File: src/rtl/cycle_sequencer.sv
// cycle_sequencer: CPU T-state counter and opcode-fetch control.
// Tracks reset, fetch, execute, WAI and STP phases. Generates SYNC, the IR
// load strobe, PC increment and forced-BRK injection for RESET/NMI/IRQ.
// Honours RDY stalls on read cycles.
module cycle_sequencer #(
  parameter int unsigned RESET_CYCLES = 7,
  parameter int unsigned TSTATE_W     = 3
) (
  input  logic                fclk,
  input  logic                resb,
  input  logic                phi2,
  input  logic                rdy,
  input  logic                rw,
  input  logic                last_cycle,
  input  logic [7:0]          opcode,
  input  logic                nmib,
  input  logic                irqb,
  input  logic                i_flag,
  output logic [TSTATE_W-1:0] t_state,
  output logic                sync,
  output logic                ir_signal,
  output logic                force_brk,
  output logic                pc_inc,
  output logic [1:0]          int_kind,
  output logic                halted
);

  typedef enum logic [2:0] {
    ST_RST,
    ST_FETCH,
    ST_EXEC,
    ST_WAI,
    ST_STP
  } state_e;

  typedef enum logic [1:0] {
    INT_NONE  = 2'b00,
    INT_IRQ   = 2'b01,
    INT_NMI   = 2'b10,
    INT_RESET = 2'b11
  } int_e;

  localparam logic [7:0]          OP_WAI  = 8'hCB;
  localparam logic [7:0]          OP_STP  = 8'hDB;
  localparam logic [TSTATE_W-1:0] T_ONE   = TSTATE_W'(1);
  localparam logic [TSTATE_W-1:0] T_LAST  = '1;
  localparam logic [3:0]          RST_END = 4'(RESET_CYCLES - 1);

  state_e              state_q,     state_d;
  logic [TSTATE_W-1:0] t_state_q,   t_state_d;
  logic [3:0]          rst_cnt_q,   rst_cnt_d;
  logic                sync_q,      sync_d;
  logic                ir_q,        ir_d;
  logic                brk_q,       brk_d;
  logic                pc_inc_q,    pc_inc_d;
  int_e                kind_q,      kind_d;
  logic                halted_q,    halted_d;
  logic                nmi_pend_q,  nmi_pend_d;
  logic                nmib_prev_q, nmib_prev_d;

  logic stall;
  logic adv;
  logic nmi_edge;
  logic nmi_clear;
  logic take_fetch;
  logic take_fetch_plain;
  int_e fetch_kind;
  int_e entry_kind;

  // Stall, advance and NMI edge qualification for the current fclk edge
  always_comb begin
    stall    = ~rdy & rw & ((state_q == ST_RST) | (state_q == ST_FETCH) |
                            (state_q == ST_EXEC));
    adv      = phi2 & ~stall;
    nmi_edge = phi2 & nmib_prev_q & ~nmib;
    if (nmi_pend_q) begin
      fetch_kind = INT_NMI;
    end else if (~irqb & ~i_flag) begin
      fetch_kind = INT_IRQ;
    end else begin
      fetch_kind = INT_NONE;
    end
  end

  // Next-state and next-output computation; all outputs are registered
  always_comb begin
    state_d          = state_q;
    t_state_d        = t_state_q;
    rst_cnt_d        = rst_cnt_q;
    sync_d           = sync_q;
    ir_d             = ir_q;
    brk_d            = brk_q;
    pc_inc_d         = pc_inc_q;
    kind_d           = kind_q;
    halted_d         = halted_q;
    take_fetch       = 1'b0;
    take_fetch_plain = 1'b0;
    nmi_clear        = 1'b0;
    entry_kind       = INT_NONE;
    nmib_prev_d      = phi2 ? nmib : nmib_prev_q;

    if (adv) begin
      unique case (state_q)
        ST_RST: begin
          if (rst_cnt_q == RST_END) begin
            take_fetch_plain = 1'b1;
          end else begin
            rst_cnt_d = rst_cnt_q + 4'd1;
            t_state_d = t_state_q + T_ONE;
            brk_d     = 1'b1;
            kind_d    = INT_RESET;
          end
        end
        ST_FETCH: begin
          state_d   = ST_EXEC;
          t_state_d = T_ONE;
          sync_d    = 1'b0;
          ir_d      = 1'b0;
          pc_inc_d  = 1'b0;
        end
        ST_EXEC: begin
          // WAI/STP are only honoured for real opcodes, never for injected BRK
          if ((t_state_q == T_ONE) && !brk_q && (opcode == OP_WAI)) begin
            state_d  = ST_WAI;
            halted_d = 1'b1;
          end else if ((t_state_q == T_ONE) && !brk_q && (opcode == OP_STP)) begin
            state_d  = ST_STP;
            halted_d = 1'b1;
          end else if (last_cycle || (t_state_q == T_LAST)) begin
            take_fetch = 1'b1;
          end else begin
            t_state_d = t_state_q + T_ONE;
          end
        end
        ST_WAI: begin
          if (nmi_pend_q || !irqb) begin
            take_fetch = 1'b1;
          end
        end
        ST_STP: begin
          state_d = ST_STP;
        end
        default: begin
          state_d = ST_RST;
        end
      endcase
    end

    // Common entry into the opcode fetch cycle; leaving reset never injects
    if (take_fetch || take_fetch_plain) begin
      entry_kind = take_fetch_plain ? INT_NONE : fetch_kind;
      state_d    = ST_FETCH;
      t_state_d  = '0;
      rst_cnt_d  = '0;
      sync_d     = 1'b1;
      ir_d       = 1'b1;
      halted_d   = 1'b0;
      kind_d     = entry_kind;
      brk_d      = (entry_kind != INT_NONE);
      pc_inc_d   = (entry_kind == INT_NONE);
      nmi_clear  = (entry_kind == INT_NMI);
    end

    // A fresh edge in the same cycle as the clear wins
    nmi_pend_d = (nmi_pend_q & ~nmi_clear) | nmi_edge;
  end

  // State and output registers with asynchronous active-low reset
  always_ff @(posedge fclk or negedge resb) begin
    if (!resb) begin
      state_q     <= ST_RST;
      t_state_q   <= '0;
      rst_cnt_q   <= '0;
      sync_q      <= 1'b0;
      ir_q        <= 1'b0;
      brk_q       <= 1'b0;
      pc_inc_q    <= 1'b0;
      kind_q      <= INT_RESET;
      halted_q    <= 1'b0;
      nmi_pend_q  <= 1'b0;
      nmib_prev_q <= 1'b1;
    end else begin
      state_q     <= state_d;
      t_state_q   <= t_state_d;
      rst_cnt_q   <= rst_cnt_d;
      sync_q      <= sync_d;
      ir_q        <= ir_d;
      brk_q       <= brk_d;
      pc_inc_q    <= pc_inc_d;
      kind_q      <= kind_d;
      halted_q    <= halted_d;
      nmi_pend_q  <= nmi_pend_d;
      nmib_prev_q <= nmib_prev_d;
    end
  end

  assign t_state   = t_state_q;
  assign sync      = sync_q;
  assign ir_signal = ir_q;
  assign force_brk = brk_q;
  assign pc_inc    = pc_inc_q;
  assign int_kind  = kind_q;
  assign halted    = halted_q;

endmodule

File: config.mk
export PLATFORM = sky130hd
export DESIGN_NAME = cycle_sequencer
export DESIGN_NICKNAME = d
export VERILOG_FILES = /design/src/rtl/cycle_sequencer.sv
export SDC_FILE = /design/constraint.sdc
export NUM_CORES = 1
export LEC_CHECK = 0
export ABC_CLOCK_PERIOD_IN_PS = 3100
export CAP_MARGIN = 40
export CORE_MARGIN = 2
export CORE_UTILIZATION = 45
export CTS_CLUSTER_SIZE = 14
export DETAILED_ROUTE_END_ITERATION = 6
export PLACE_DENSITY = 0.85
export SYNTH_ARGS = -nofsm -noshare
export SYNTH_HDL_FRONTEND = slang
export SYNTH_SLANG_ARGS = --single-unit
File: constraint.sdc
create_clock -name fclk -period 3.1 [get_ports fclk]
set_input_delay 0.62 -clock fclk [delete_from_list [all_inputs] [get_ports fclk]]
set_output_delay 0.62 -clock fclk [all_outputs]
set_load 0.005 [all_outputs]
======== Word-level counts from Yosys, hierarchy flattened ========
Index checks and enable logic that the tools add are counted.
operators by class
  reductions and logical operators ........ 23
  divide/modulo/power cells ............... 0
  bitwise operators ....................... 16
  $mul .................................... 0
  order comparisons ....................... 0
  shift-type cells ........................ 0
  add/sub/neg operators ................... 2
  equal/unequal tests ..................... 17
  muxes and demuxes ....................... 46
operator list
  kind                                                    count
  two-way mux 3 bit                                       10
  two-way mux 1 bit                                       23
  == test 8 bit (second input constant)                   2
  two-way mux 4 bit                                       4
  two-way mux 2 bit                                       6
  inequality test 3 x 2 -> 1 bit (second input constant)  4
  case mux 3 bit (4 select lines)                         1
  nonzero test 2 bit                                      5
  case mux 3 bit (3 select lines)                         1
  AND reduction 3 bit                                     3
  AND 1 bit                                               7
  == test 3 x 1 -> 1 bit (second input constant)          2
  == test 3 x 2 -> 1 bit (second input constant)          2
  == test 3 bit (second input constant)                   2
  inverter 1 bit                                          6
  AND reduction 6 bit                                     1
  adder 4 x 1 -> 4 bit (second input constant)            1
  == test 4 x 3 -> 1 bit (second input constant)          1
  inequality test 2 x 1 -> 1 bit (second input constant)  2
  inequality test 4 x 1 -> 1 bit (second input constant)  1
  nonzero test 4 bit                                      1
  adder 3 x 1 -> 3 bit (second input constant)            1
  logical AND 1 bit                                       3
  zero test 3 bit                                         1
  9 further kinds                                         14
storage, ports and cells
  register bits after elaboration ......... 18
  bits in latches ......................... 0
  memory bits (read-only) ................. 0
  bits of input ports ..................... 17
  memories ................................ 0
  output and inout port bits .............. 10
  logic and storage cells ................. 114
  memory bits (writable) .................. 0

======== Depth between registers and ports, before layout ========
  depth in word-level cells ............... 13
  gate-level depth with buffers ........... 8
  depth with buffers taken out ............ 7

======== Least setup slack after synthesis ========
OpenSTA, ideal clock, no wires.
  path type ............................... input port to flip-flop
  start ................................... input opcode[5]
  end ..................................... register pc_inc_q, in the netlist pc_inc
  arrival ................................. 1723 ps
  data required time ...................... 2976 ps
  stages .................................. 6
  buffers on the path ..................... 1
  library setup time ...................... 124 ps
  slack ................................... 1253 ps
  cells stage by stage .................... and4bb_2 -> nand4_4 -> a31oi_4 -> buf_6 -> nor3_2 -> a211o_1
on the way
  longest elaborated chain between the ends .. 9
  elaborated cells between the ends (all ways) .. 13
RTL lines
  what                                  RTL line  source
  start: declaration                    15        input logic [7:0] opcode,
  == test 8 bit                         126       end else if ((t_state_q == T_ONE) && !brk_q && (opcode == OP_STP)) begin
  logical AND 1 bit                     126
  two-way mux 1 bit                     126
  two-way mux 1 bit (*)                 123       if ((t_state_q == T_ONE) && !brk_q && (opcode == OP_WAI)) begin
  case mux 1 bit (2 select lines) (*)   103       unique case (state_q)
  two-way mux 1 bit (*)                 102       if (adv) begin
  logical OR 1 bit (*)                  150       if (take_fetch || take_fetch_plain) begin
  nonzero test 2 bit (no source line)   n/a
  AND reduction 2 bit (no source line)  n/a
  end signal: assignment                189       pc_inc_q <= pc_inc_d;
  end: declaration                      55        logic pc_inc_q, pc_inc_d;
Mark *: on every way between the ends. The rest lies on a longest branch, timed or not.
A chain may end at the register's enable or synchronous reset.

======== Final worst setup path ========
  start ................................... input phi2
  end ..................................... register rst_cnt_q[3]
on the way
  longest elaborated chain between the ends .. 5
  elaborated cells between the ends (all ways) .. 9
RTL lines
  what                                                                                   RTL line  source
  start: declaration                                                                     11        input logic phi2,
  AND 1 bit (*)                                                                          74        adv = phi2 & ~stall;
  two-way mux 1 bit                                                                      102
  logical OR 1 bit                                                                       150
  inequality test 2 x 1 -> 1 bit (no source line) or nonzero test 2 bit (tied branches)  n/a
  AND reduction 3 bit (no source line)                                                   n/a
  end signal: assignment                                                                 185       rst_cnt_q <= rst_cnt_d;
  end: declaration                                                                       51        logic [3:0] rst_cnt_q, rst_cnt_d;
Marked as above.

==> flow_summary_export.csv <==
group,metric,value,unit
drt,ant_nets,0,
layout,final_nets,164,
synth,syn-cell-area,0.00117,mm^2
global_routing,met1_usage,28.3,%
run_status,status,"finished clean",
floorplan,dieArea,0.00301,mm^2
sta,fin_hold_ws,516,ps
floorplan,start_util,47.1,%
global_routing,grt_pass1_vias,943,
power,power_density,659,mW/mm^2
drt,dr_total_vias,1015,
layout,seq_area,454,um^2
sta,rsz0062_at_grt,"no",
clock_network,cts_tree,"built",
setup_path,crit_buf_inv,1,
clock_network,cts_resized,0,
clock_network,hold_buffers,0,
clock_network,clkTransAtPathRegs,110,ps
place,pre_cts_slack,693,ps
synth,synthFlopType,"dfrtp_1",
floorplan,rows,18,
setup_path,crit_fanout,8,
setup_path,critPathTopFamily,"simple AND/OR/NAND/NOR gates",
global_routing,grt_use_met3,3.49,%
power,p_leak,0.618,nW
drt,finalWirelength,2.69,mm
floorplan,num_io_pins,27,
setup_path,worstPathArrival,2320,ps
setup_path,worstPathCellList,"clkdlybuf4s50_1, nand2b_1, nor4_1, nand4_1, xor2_1, nor2_1",
clock_network,htreeDepth,1,
synth,syn_area_per_cell,10.1,um^2
sta,fin_crit_sh,66.9,%
synth,synth_seq_cells,18,
clock_network,numCtsBuffers,3,
synth,synth_edf_count,0,
layout,area_delta_synth_final,24.9,%
global_routing,grt_most_used_layer,"met2",
sta,worstMarginPinSlew,804,ps
min_path,worstHoldPathType,"flip-flop to flip-flop",
setup_path,critPathSlowestCell,"clkdlybuf4s50_1",
sta,report.final.slew_viol_count,0,
synth,synth_cells,115,
global_routing,grt_max_degree,19,
place,dp_hpwl,2.09,mm
drt,drt_pass1_iterations,4,
sta,fin_crit,2070,ps
place,place_congestion,0.895,
place,numPortBuffers,26,
drt,routed_via_density,5.94,
sta,hold_violations,0,
global_routing,track_usage,21.0,%
floorplan,die_w,54.9,um
sta,maxSlewHeadroom,46.2,%
floorplan,die_y,54.9,um
sta,fmax,0.482,GHz
synth,ys_types,49,
drt,avgRoutedWirePerCell,15.7,um
drt,drt_iter0_drc,34,
layout,diodes,0,
global_routing,overflow,0,
setup_path,max_stage_delay,620,ps
power,ir_worst_vdd,453,uV
setup_path,worstSetupEndpointType,"flip-flop",
sta,setup_ws,1030,ps
layout,fillers,228,
synth,synthArstFlopShare,100,%
global_routing,antenna_found_initial,0,
setup_path,start_kind,"input port",
global_routing,grt_pass1_wl,4.47,mm
clock_network,clkSinkCount,18,
layout,drive_gt1_share,15.6,%
clock_network,cts_buffer_depth,2,
setup_path,worstPathRequired,3350,ps
sta,skew,3.06,ps
floorplan,core_area,0.00248,mm^2
clock_network,clock_latency,310,ps
clock_network,cts_root_buffer,"clkbuf_4",
sta,finalSetupViolCount,0,
global_routing,use_met2,33.9,%
flow_run,maxCapViolations,0,
setup_path,worstSetupPathType,"input port to flip-flop",
drt,route.detailed.drc,0,
synth,yosys_warnings,0,
layout,multi_input_area,642,um^2
synth,synth_nets,137,
synth,yosysSeqAreaShare,38.9,%
sta,fin_tns_setup,0,ps
clock_network,cts_setup_buffers,0,
registers in the layout, indices dropped and copies added, names as in the netlist, 2 cells and up:
name	cells
rst_cnt_q	4
state_q	3
t_state	3
int_kind	2
final cells by class:
| cell class | instances | share of cell area (%) |
|---|---|---|
| clock buffers | 4 | 2.49 |
| inverters | 7 | 1.80 |
| multi-input cells | 86 | 44.1 |
| flip-flops and latches | 18 | 31.2 |
| well taps | 30 | 2.58 |
| repair buffers | 26 | 17.9 |
synth_stat cells, types with 2 or more instances:
| cell type | count | area share (%) |
|---|---|---|
| xor2_1 | 2 | 1.5 |
| dfstp_2 | 3 | 6.8 |
| nor4_1 | 2 | 1.1 |
| ha_1 | 5 | 5.4 |
| nor3_2 | 3 | 2.6 |
| a21oi_1 | 8 | 3.4 |
| nor2_1 | 11 | 3.5 |
| a21o_1 | 2 | 1.3 |
| dfrtp_1 | 15 | 32 |
| buf_6 | 2 | 1.9 |
| nand3_1 | 4 | 1.7 |
| o2bb2ai_1 | 2 | 1.5 |
| nand2_1 | 8 | 2.6 |
| nor3_1 | 5 | 2.1 |
| o21ai_0 | 4 | 1.7 |
| inv_1 | 6 | 1.9 |
cells by family after synthesis:
family	Yosys count	share of synthesized area, %
adder cells (fa/ha/maj)	5	5.36
XOR/XNOR	2	1.50
AND/OR/NAND/NOR	48	27.3
AO/OA/AOI/OAI	29	19.1
multiplexers	2	1.82
buffers and inverters	11	6.01
flip-flops	18	38.9
worst register-to-register path: cells and delay by family (launching register included):
family                     cells  cell delay, ps
DFF                            1             430
and+or+nand+nor                2             380
AOI/OAI and AO/OA              3             730
adders and majority gates      2             310
per-layer routing:
layer / vias to the layer above / share of wire [%] / routed length [um]
met5: - / 0 / 0
met4: 0 / 1.4 / 37
met3: 5 / 5.0 / 134
met2: 35 / 52 / 1400
met1: 498 / 42 / 1120
li1: 477 / - / -
layout by cell type, fill, tap and decap left out, drive strengths merged, types with 2 or more instances in the layout:
cell type      netlist  layout
clkdlybuf4s50        0      26
dfrtp               15      15
nor2                11      11
nand2                9       9
a21oi                8       8
nor3                 8       8
inv                  7       7
ha                   5       5
o21ai                4       4
nand3                4       4
clkbuf               1       4
dfstp                3       3
nor4                 3       3
and4bb               3       3
xor2                 2       2
o2bb2ai              2       2
a21o                 2       2
nor2b                2       2
nand4                2       2
nand2b               2       2
through the flow:
stage	instances	area, um^2	power (W)	util (%)
final	171	1460	0.000959	58.8
after global routing	171	1460	0.00103	58.8
after CTS	171	1460	0.000961	58.8
after detailed placement	167	1420	0.000810	57.3
after global placement	167	1420	0.000793	57.3
after floorplan	115	1170	0.000659	-
report_power, final:
group | total [W] | leakage [nW] | switching, W | internal, W
registers | 0.000397 | 0.220 | 0.0000850 | 0.000312
logic | 0.000410 | 0.377 | 0.000185 | 0.000225
clock network | 0.000152 | 0.0210 | 0.0000798 | 0.0000718
worst paths after layout:
| kind | startpoint | endpoint | slack [ps] | cells past startpoint |
|---|---|---|---|---|
| setup / recovery | phi2 | rst_cnt_q[3] | 1030 | 6 |
| hold / removal | ir_signal | ir_signal | 520 | 1 |
| setup reg to reg | t_state[0] | pc_inc | 1150 | 7 |
| hold reg to reg | ir_signal | ir_signal | 520 | 1 |
| max in group asynchronous | resb | t_state[0] | 1840 | 1 |
| min in group asynchronous | resb | pc_inc | 770 | 1 |
Note: power is estimated with default switching activity, not from simulation.
